`config.mk`:
```
export PLATFORM = sky130hd
export DESIGN_NAME = spi_iram_loader
export DESIGN_NICKNAME = d
export VERILOG_FILES = /design/src/rtl/spi_iram_loader.sv
export SDC_FILE = /design/constraint.sdc
export NUM_CORES = 1
export LEC_CHECK = 0
export CORE_MARGIN = 3
export CORE_UTILIZATION = 50
export CTS_CLUSTER_DIAMETER = 100
export CTS_CLUSTER_SIZE = 12
export DETAILED_ROUTE_END_ITERATION = 10
export HOLD_SLACK_MARGIN = 0.02
export PLACE_DENSITY_LB_ADDON = 0.05
export SLEW_MARGIN = 20
export SYNTH_ARGS = -nofsm -noshare
export SYNTH_HDL_FRONTEND = slang
export SYNTH_SLANG_ARGS = --single-unit
```
`constraint.sdc`:
```
create_clock -name clk -period 2.27 [get_ports clk]
set_input_delay 0.454 -clock clk [delete_from_list [all_inputs] [get_ports clk]]
set_output_delay 0.454 -clock clk [all_outputs]
set_load 0.05 [all_outputs]
```
`src/rtl/spi_iram_loader.sv`:
```
// spi_iram_loader
//   SPI slave (mode 0, MSB first) that loads CPU instruction RAM through its
//   normal write port and controls the CPU reset request.
//   Frame = header word, then (for WRITE) any number of data words.
//   Header top bits: 10 WRITE (low ADDR_W bits = start address), 11 RUN,
//   01 HOLD, 00 NOP.
// Ports:
//   clk, reset      system clock, asynchronous active-low reset
//   nCS, SCK, MOSI  SPI pins, asynchronous to clk (f_clk >= 4 x f_SCK)
//   mem_we          one-cycle instruction RAM write strobe
//   mem_addr        write address (post-increments after each write)
//   mem_wdata       write data
//   cpu_hold        CPU reset request, active high
//   busy            frame in progress
//   frame_err       sticky: last frame ended mid-word
module spi_iram_loader #(
    parameter int unsigned DATA_W        = 16,
    parameter int unsigned ADDR_W        = 10,
    parameter int unsigned SYNC_STAGES   = 2,
    parameter bit          HOLD_ON_RESET = 1'b1
) (
    input  logic              clk,
    input  logic              reset,
    input  logic              nCS,
    input  logic              SCK,
    input  logic              MOSI,
    output logic              mem_we,
    output logic [ADDR_W-1:0] mem_addr,
    output logic [DATA_W-1:0] mem_wdata,
    output logic              cpu_hold,
    output logic              busy,
    output logic              frame_err
);

    localparam int unsigned CNT_W = (DATA_W > 1) ? $clog2(DATA_W) : 1;

    typedef enum logic [1:0] {IDLE, HDR, DATA, DISCARD} state_e;

    state_e                 state_q, state_d;
    logic [SYNC_STAGES-1:0] ncs_sync_q, ncs_sync_d;
    logic [SYNC_STAGES-1:0] sck_sync_q, sck_sync_d;
    logic [SYNC_STAGES-1:0] mosi_sync_q, mosi_sync_d;
    logic                   ncs_prev_q, ncs_prev_d;
    logic                   sck_prev_q, sck_prev_d;
    // Only DATA_W-1 bits need storing; the newest bit comes straight from MOSI.
    logic [DATA_W-2:0]      shift_q, shift_d;
    logic [CNT_W-1:0]       bit_cnt_q, bit_cnt_d;
    logic                   mem_we_q, mem_we_d;
    logic [ADDR_W-1:0]      mem_addr_q, mem_addr_d;
    logic [DATA_W-1:0]      mem_wdata_q, mem_wdata_d;
    logic                   cpu_hold_q, cpu_hold_d;
    logic                   busy_q, busy_d;
    logic                   frame_err_q, frame_err_d;

    logic                   ncs_s, sck_s, mosi_s;
    logic                   ncs_fall, ncs_rise, sck_rise, word_done;
    logic [DATA_W-1:0]      word;

    assign ncs_s  = ncs_sync_q[SYNC_STAGES-1];
    assign sck_s  = sck_sync_q[SYNC_STAGES-1];
    assign mosi_s = mosi_sync_q[SYNC_STAGES-1];

    assign ncs_fall = ~ncs_s & ncs_prev_q;
    assign ncs_rise = ncs_s & ~ncs_prev_q;
    // Gated on the previous nCS sample so an edge arriving together with the
    // nCS rise is still processed before the frame closes.
    assign sck_rise  = sck_s & ~sck_prev_q & ~ncs_prev_q;
    assign word      = {shift_q, mosi_s};
    assign word_done = sck_rise && (bit_cnt_q == CNT_W'(DATA_W - 1));

    always_comb begin
        state_d     = state_q;
        ncs_sync_d  = {ncs_sync_q[SYNC_STAGES-2:0], nCS};
        sck_sync_d  = {sck_sync_q[SYNC_STAGES-2:0], SCK};
        mosi_sync_d = {mosi_sync_q[SYNC_STAGES-2:0], MOSI};
        ncs_prev_d  = ncs_s;
        sck_prev_d  = sck_s;
        shift_d     = shift_q;
        bit_cnt_d   = bit_cnt_q;
        mem_we_d    = 1'b0;
        mem_addr_d  = mem_addr_q;
        mem_wdata_d = mem_wdata_q;
        cpu_hold_d  = cpu_hold_q;
        busy_d      = busy_q;
        frame_err_d = frame_err_q;

        if (mem_we_q) begin
            mem_addr_d = mem_addr_q + ADDR_W'(1);
        end

        if (sck_rise && state_q != IDLE) begin
            shift_d   = word[DATA_W-2:0];
            bit_cnt_d = word_done ? '0 : bit_cnt_q + CNT_W'(1);
        end

        unique case (state_q)
            IDLE: begin
                if (ncs_fall) begin
                    frame_err_d = 1'b0;
                    busy_d      = 1'b1;
                    state_d     = HDR;
                end
            end
            HDR: begin
                if (word_done) begin
                    unique case (word[DATA_W-1 -: 2])
                        2'b10: begin
                            mem_addr_d = word[ADDR_W-1:0];
                            state_d    = DATA;
                        end
                        2'b11: begin
                            cpu_hold_d = 1'b0;
                            state_d    = DISCARD;
                        end
                        2'b01: begin
                            cpu_hold_d = 1'b1;
                            state_d    = DISCARD;
                        end
                        default: state_d = DISCARD;
                    endcase
                end
            end
            DATA: begin
                if (word_done) begin
                    mem_wdata_d = word;
                    mem_we_d    = 1'b1;
                end
            end
            default: ;
        endcase

        // Frame close is applied after any same-cycle edge, so the counter
        // value checked here already includes that final bit.
        if (ncs_rise && state_q != IDLE) begin
            if (bit_cnt_d != '0) begin
                frame_err_d = 1'b1;
            end
            bit_cnt_d = '0;
            busy_d    = 1'b0;
            state_d   = IDLE;
        end
    end

    always_ff @(posedge clk or negedge reset) begin
        if (!reset) begin
            state_q     <= IDLE;
            ncs_sync_q  <= '1;
            sck_sync_q  <= '0;
            mosi_sync_q <= '0;
            ncs_prev_q  <= 1'b1;
            sck_prev_q  <= 1'b0;
            shift_q     <= '0;
            bit_cnt_q   <= '0;
            mem_we_q    <= 1'b0;
            mem_addr_q  <= '0;
            mem_wdata_q <= '0;
            cpu_hold_q  <= HOLD_ON_RESET;
            busy_q      <= 1'b0;
            frame_err_q <= 1'b0;
        end else begin
            state_q     <= state_d;
            ncs_sync_q  <= ncs_sync_d;
            sck_sync_q  <= sck_sync_d;
            mosi_sync_q <= mosi_sync_d;
            ncs_prev_q  <= ncs_prev_d;
            sck_prev_q  <= sck_prev_d;
            shift_q     <= shift_d;
            bit_cnt_q   <= bit_cnt_d;
            mem_we_q    <= mem_we_d;
            mem_addr_q  <= mem_addr_d;
            mem_wdata_q <= mem_wdata_d;
            cpu_hold_q  <= cpu_hold_d;
            busy_q      <= busy_d;
            frame_err_q <= frame_err_d;
        end
    end

    assign mem_we    = mem_we_q;
    assign mem_addr  = mem_addr_q;
    assign mem_wdata = mem_wdata_q;
    assign cpu_hold  = cpu_hold_q;
    assign busy      = busy_q;
    assign frame_err = frame_err_q;

endmodule
```
# [Word-level counts from Yosys, hierarchy flattened]
# Index checks and enable logic that the tools add are counted.
[totals] wordCells=67 in_bits=5 register_bits=59
[op_classes] eq_ne=8 n_bitwise=7 add_sub_neg=2 n_mux=22 n_reduce_logical=14
[op_table] cell="$mux W10" n=4
[op_table] cell="$mux W4" n=3
[op_table] cell="$add A10 B1 Y10 const B" n=1
[op_table] cell="$mux W1" n=10
[op_table] cell="$reduce_bool A2 Y1" n=4
[op_table] cell="$eq A2 B2 Y1 const B" n=3
[op_table] cell="$mux W2" n=3
[op_table] cell="$ne A3 B3 Y1 const B" n=2
[op_table] cell="$reduce_and A3 Y1" n=2
[op_table] cell="$add A4 B1 Y4 const B" n=1
[op_table] cell="$and A1 B1 Y1" n=4
[op_table] cell="$eq A2 B1 Y1 const B" n=2
[op_table] cell="$eq A4 B4 Y1 const B" n=1
[op_table] cell="$pmux W2 S2" n=1
[op_table] cell="$reduce_and A2 Y1" n=2
[op_table] cell="$reduce_bool A4 Y1" n=1
[op_table] cell="$logic_and A1 B1 Y1" n=3
[op_table] cell="$not A1 Y1" n=3
[op_table] cell="$reduce_bool A3 Y1" n=1
[op_table] cell="$logic_not A2 Y1" n=1
[op_table] cell="$pmux W1 S2" n=1

# [Longest topological paths before layout]
[depth] ltp_word=9 ltp_mapped=7 depth_no_buf=6

# [Worst setup path after synthesis]
# No wires, ideal clock.
[synth_path] path_kind="reg2reg" startpoint="reg mem_addr_q[0], in the netlist mem_addr[0]" endpoint="reg mem_addr_q[8], in the netlist mem_addr[8]" path_stages_with_launch=7 period_less_slack_ns=1.843 setup_time_ns=0.125 setup_slack_ns=0.427 n_path_buf=0 t_arrival_ns=1.718 path_cell_list="dfrtp_1 ha_1 nand4_1 nor2_1 nand4_1 xnor2_1 mux2_4"
[synth_between] elab_chain_len=5
[synth_lines] element="start: declaration" line_no="49" text="logic [ADDR_W-1:0] mem_addr_q, mem_addr_d;"
[synth_lines] element="start signal: assignment" line_no="170" text="mem_addr_q <= mem_addr_d;"
[synth_lines] element="$add A10 B1 Y10 (*)" line_no="88" text="mem_addr_d = mem_addr_q + ADDR_W'(1);"
[synth_lines] element="$mux W10 (*)" line_no="87" text="if (mem_we_q) begin"
[synth_lines] element="$mux W10" line_no="106" text="unique case (word[DATA_W-1 -: 2])"
[synth_lines] element="$mux W10" line_no="105" text="if (word_done) begin"
[synth_lines] element="$mux W10 (*)" line_no="96" text="unique case (state_q)"
[synth_lines] element="net mem_addr_d[8]" line_no="49"
# The timed path passes the listed nets; every way through them passes the cells marked *.
# A chain may end at the register's enable or synchronous reset.

# [Worst setup path in the final report]
[layout_path] startpoint="reg cpu_hold_q, in the netlist cpu_hold" endpoint="out cpu_hold"
[layout_rtl] element="start: declaration" line_no="51" text="logic cpu_hold_q, cpu_hold_d;"
[layout_rtl] element="start signal: assignment" line_no="172" text="cpu_hold_q <= cpu_hold_d;"
[layout_rtl] element="end: declaration" line_no="30" text="output logic cpu_hold,"
# No word-level cell between the ends.

==> results.toml <==
[pwr]
power_density_nw_per_um2 = 804
total_power_mw = 2.60
leakage_nw = 1.53
p_comb_share_pct = 7.3
swShare_pct = 21.9
intPower_mw = 2.03
power.switching_uw = 569
ir_worst_vdd_uv = 502
pwr-share-clk_pct = 46.8
seqPwrFrac_pct = 45.9

[clock_network]
clk_latency_ps = 330
htree_levels = 3
cts_buffers = 9
cts_tree = "built"
cts_setup_buffers = 0
cts.repair.resized = 0
cts_sinks = 59
ctsHoldBuffers = 0
ctsLongestPathBuffers = 2
cts_root_buf = "clkbuf_8"
clk_pin_slew_worst_paths_ps = 70

[placed_design]
portBuffers = 34
post-place-ws_ps = 358
dp.final_hpwl_um = 3200
placed_cells = 279
place_area_um2 = 2970
place_congestion = 0.701

[finish]
area_growth_pct = 27.2
fillers = 386
finalNonFillerCells = 295
fin_area_um2 = 3230
drive_above_1_share_pct = 33.8
nNetsFinal = 230
diodes = 0

[critical_path]
path_cells = "clkdlybuf4s50_1"
arrival_ps = 1660
path_class = "reg2out"
crit_path_max_fanout = 2
crit_path_end_kind = "primary output"
cpPeakStageDelay_ps = 800
critical-path-top-delay-family = "buffers and inverters"
cp-start-kind = "register"
crit_required_ps = 1820
slowest_stage = "clkdlybuf4s50_1"
cp_num_buf_inv = 1

[sta]
finalWorstSetupSlack_ps = 153
rsz0062_at_grt = "false"
drv_slew = 0
clock_skew_ps = 7.39
worstMarginPinSlew_ps = 591
hold_viol = 0
setup_viol = 0
fmax_mhz = 472
slew-limit-headroom_pct = 60.6
tns_ps = 0
timing.final.crit_share_pct = 93.2
finalCriticalPeriod_ps = 2120

[yosys]
syn_inst = 178
netlist.area_leader.share_pct = 54.2
ys_seq_area_share_pct = 58.3
yosysWarnings = 0
synth_area_um2 = 2540
yosys_register_bits = 59
ys_types = 36
syn_avg_cell_area_um2 = 14.3
synth_area_leaders = "dfrtp_1 (54%), mux2_4 (11%), mux2_2 (11%)"
synth_top_cell_by_area = "dfrtp_1"
synth_nets = 185

[detailed_routing]
viasPerCell = 5.14
drc_errors = 0
drtIter0Drc = 87
drtAntennaViolNets = 0
vias = 1516
wire_per_inst_um = 15.5
wl_um = 4570
drt-pass1-iter-count = 4

[floorplanning]
die_x_um = 77.3
io_pins = 35
die-area_um2 = 5970
start_util_pct = 52.7
core-area_um2 = 4820
die_h_um = 77.3
rows = 25

[run]
drv_cap = 0

[min_path]
hp-class = "in2async"

[global_routing]
antenna_found_initial = 0
grt_max_degree = 35
overflow = 0
track_usage_pct = 17.4
grt_pass1_wl_um = 7940
grt_pass1_vias = 1602

[run_status]
status = "finished, final reports clean"
flip-flops by register name, indices dropped and copies added (netlist names):
register	flops
ncs_prev_q	1
mem_addr	10
shift_q	15
frame_err	1
state_q	2
sck_prev_q	1
cpu_hold	1
bit_cnt_q	4
ncs_sync_q	2
mosi_sync_q	2
mem_we	1
busy	1
sck_sync_q	2
mem_wdata	16
through the flow:
stage          utilization [%]  hold WS, ps
2_1_floorplan                -          158
3_3_place_gp              61.7          337
3_5_place_dp              61.7          336
4_1_cts                   67.1          134
5_1_grt                   67.1          166
6_report                  67.1          125
cell families after synthesis:
group / Yosys count / share of synthesized area, %
mux: 45 / 22.5
flops: 59 / 58.3
fa+ha+maj: 2 / 0.985
xor+xnor: 10 / 3.45
buf+inv: 11 / 2.71
compound gates: 12 / 2.91
simple gates: 39 / 9.16
Yosys cell counts, drive strengths merged:
library cell / count
nor2: 8
nand3: 3
clkbuf: 1
buf: 5
and3: 1
o41ai: 1
mux2i: 3
mux2: 42
xor2: 3
dfrtp: 55
nand3b: 1
or3: 1
a21oi: 4
or3b: 1
nand4: 4
dfstp: 4
nor3: 5
inv: 5
xnor2: 7
o211ai: 1
o32a: 1
ha: 2
nor3b: 2
o21a: 1
nand2: 10
o21ai: 4
nor2b: 3
placed cells by master, fill, tap and decap left out, types with 2 or more instances in the layout:
cell type        Yosys  routed
a21oi_1              4       4
buf_4                0       5
bufinv_16            0       3
clkbuf_8             0      12
clkdlybuf4s50_1      0      33
dfrtp_1             55      55
dfstp_2              4       4
ha_1                 2       2
inv_1                5       5
mux2_2              24      24
mux2_4              18      18
mux2i_1              3       3
nand2_1              9       9
nand3_1              2       2
nand4_1              4       4
nor2_1               7       7
nor2b_1              3       3
nor3_1               4       4
o21ai_0              3       3
xnor2_1              7       7
xor2_1               3       3
final timing paths:
kind | start | end | slack, ps | depth (start not counted)
max in group asynchronous | reset | ncs_sync_q[1] | 1500 | 2
min reg2reg | sck_sync_q[0] | sck_sync_q[1] | 350 | 0
min | reset | mem_addr[8] | 130 | 1
max reg2reg | bit_cnt_q[0] | mem_wdata[6] | 360 | 6
max | cpu_hold | cpu_hold | 150 | 1
min in group clk | sck_sync_q[0] | sck_sync_q[1] | 350 | 0
area by class of cell:
cell class | count | area (um^2) | share of cell area, %
Tap cell | 67 | 83.8 | 2.59
Multi-Input combinational cell | 108 | 993 | 30.8
Sequential cell | 59 | 1480 | 45.9
Timing Repair Buffer | 40 | 393 | 12.2
Clock buffer | 12 | 165 | 5.11
Inverter | 5 | 18.8 | 0.581
Clock inverter | 4 | 95.1 | 2.94
power by group through the flow:
stage	Clock [mW]	Combinational [mW]	Sequential (mW)
floorplan	0	0.0962	1.22
global placement	0	0.186	1.20
detailed placement	0	0.192	1.21
CTS	1.24	0.193	1.19
global route	1.29	0.207	1.21
finish	1.22	0.189	1.19
per-layer routing:
metal	vias to the layer above	part of all wire (%)	GRT usage, %
met5	-	0	0
met4	0	2.3	10.7
met3	10	3.4	3.87
met2	38	49	27.0
met1	757	46	22.0
li1	711	-	-
Power figures use the tool's default switching activity.
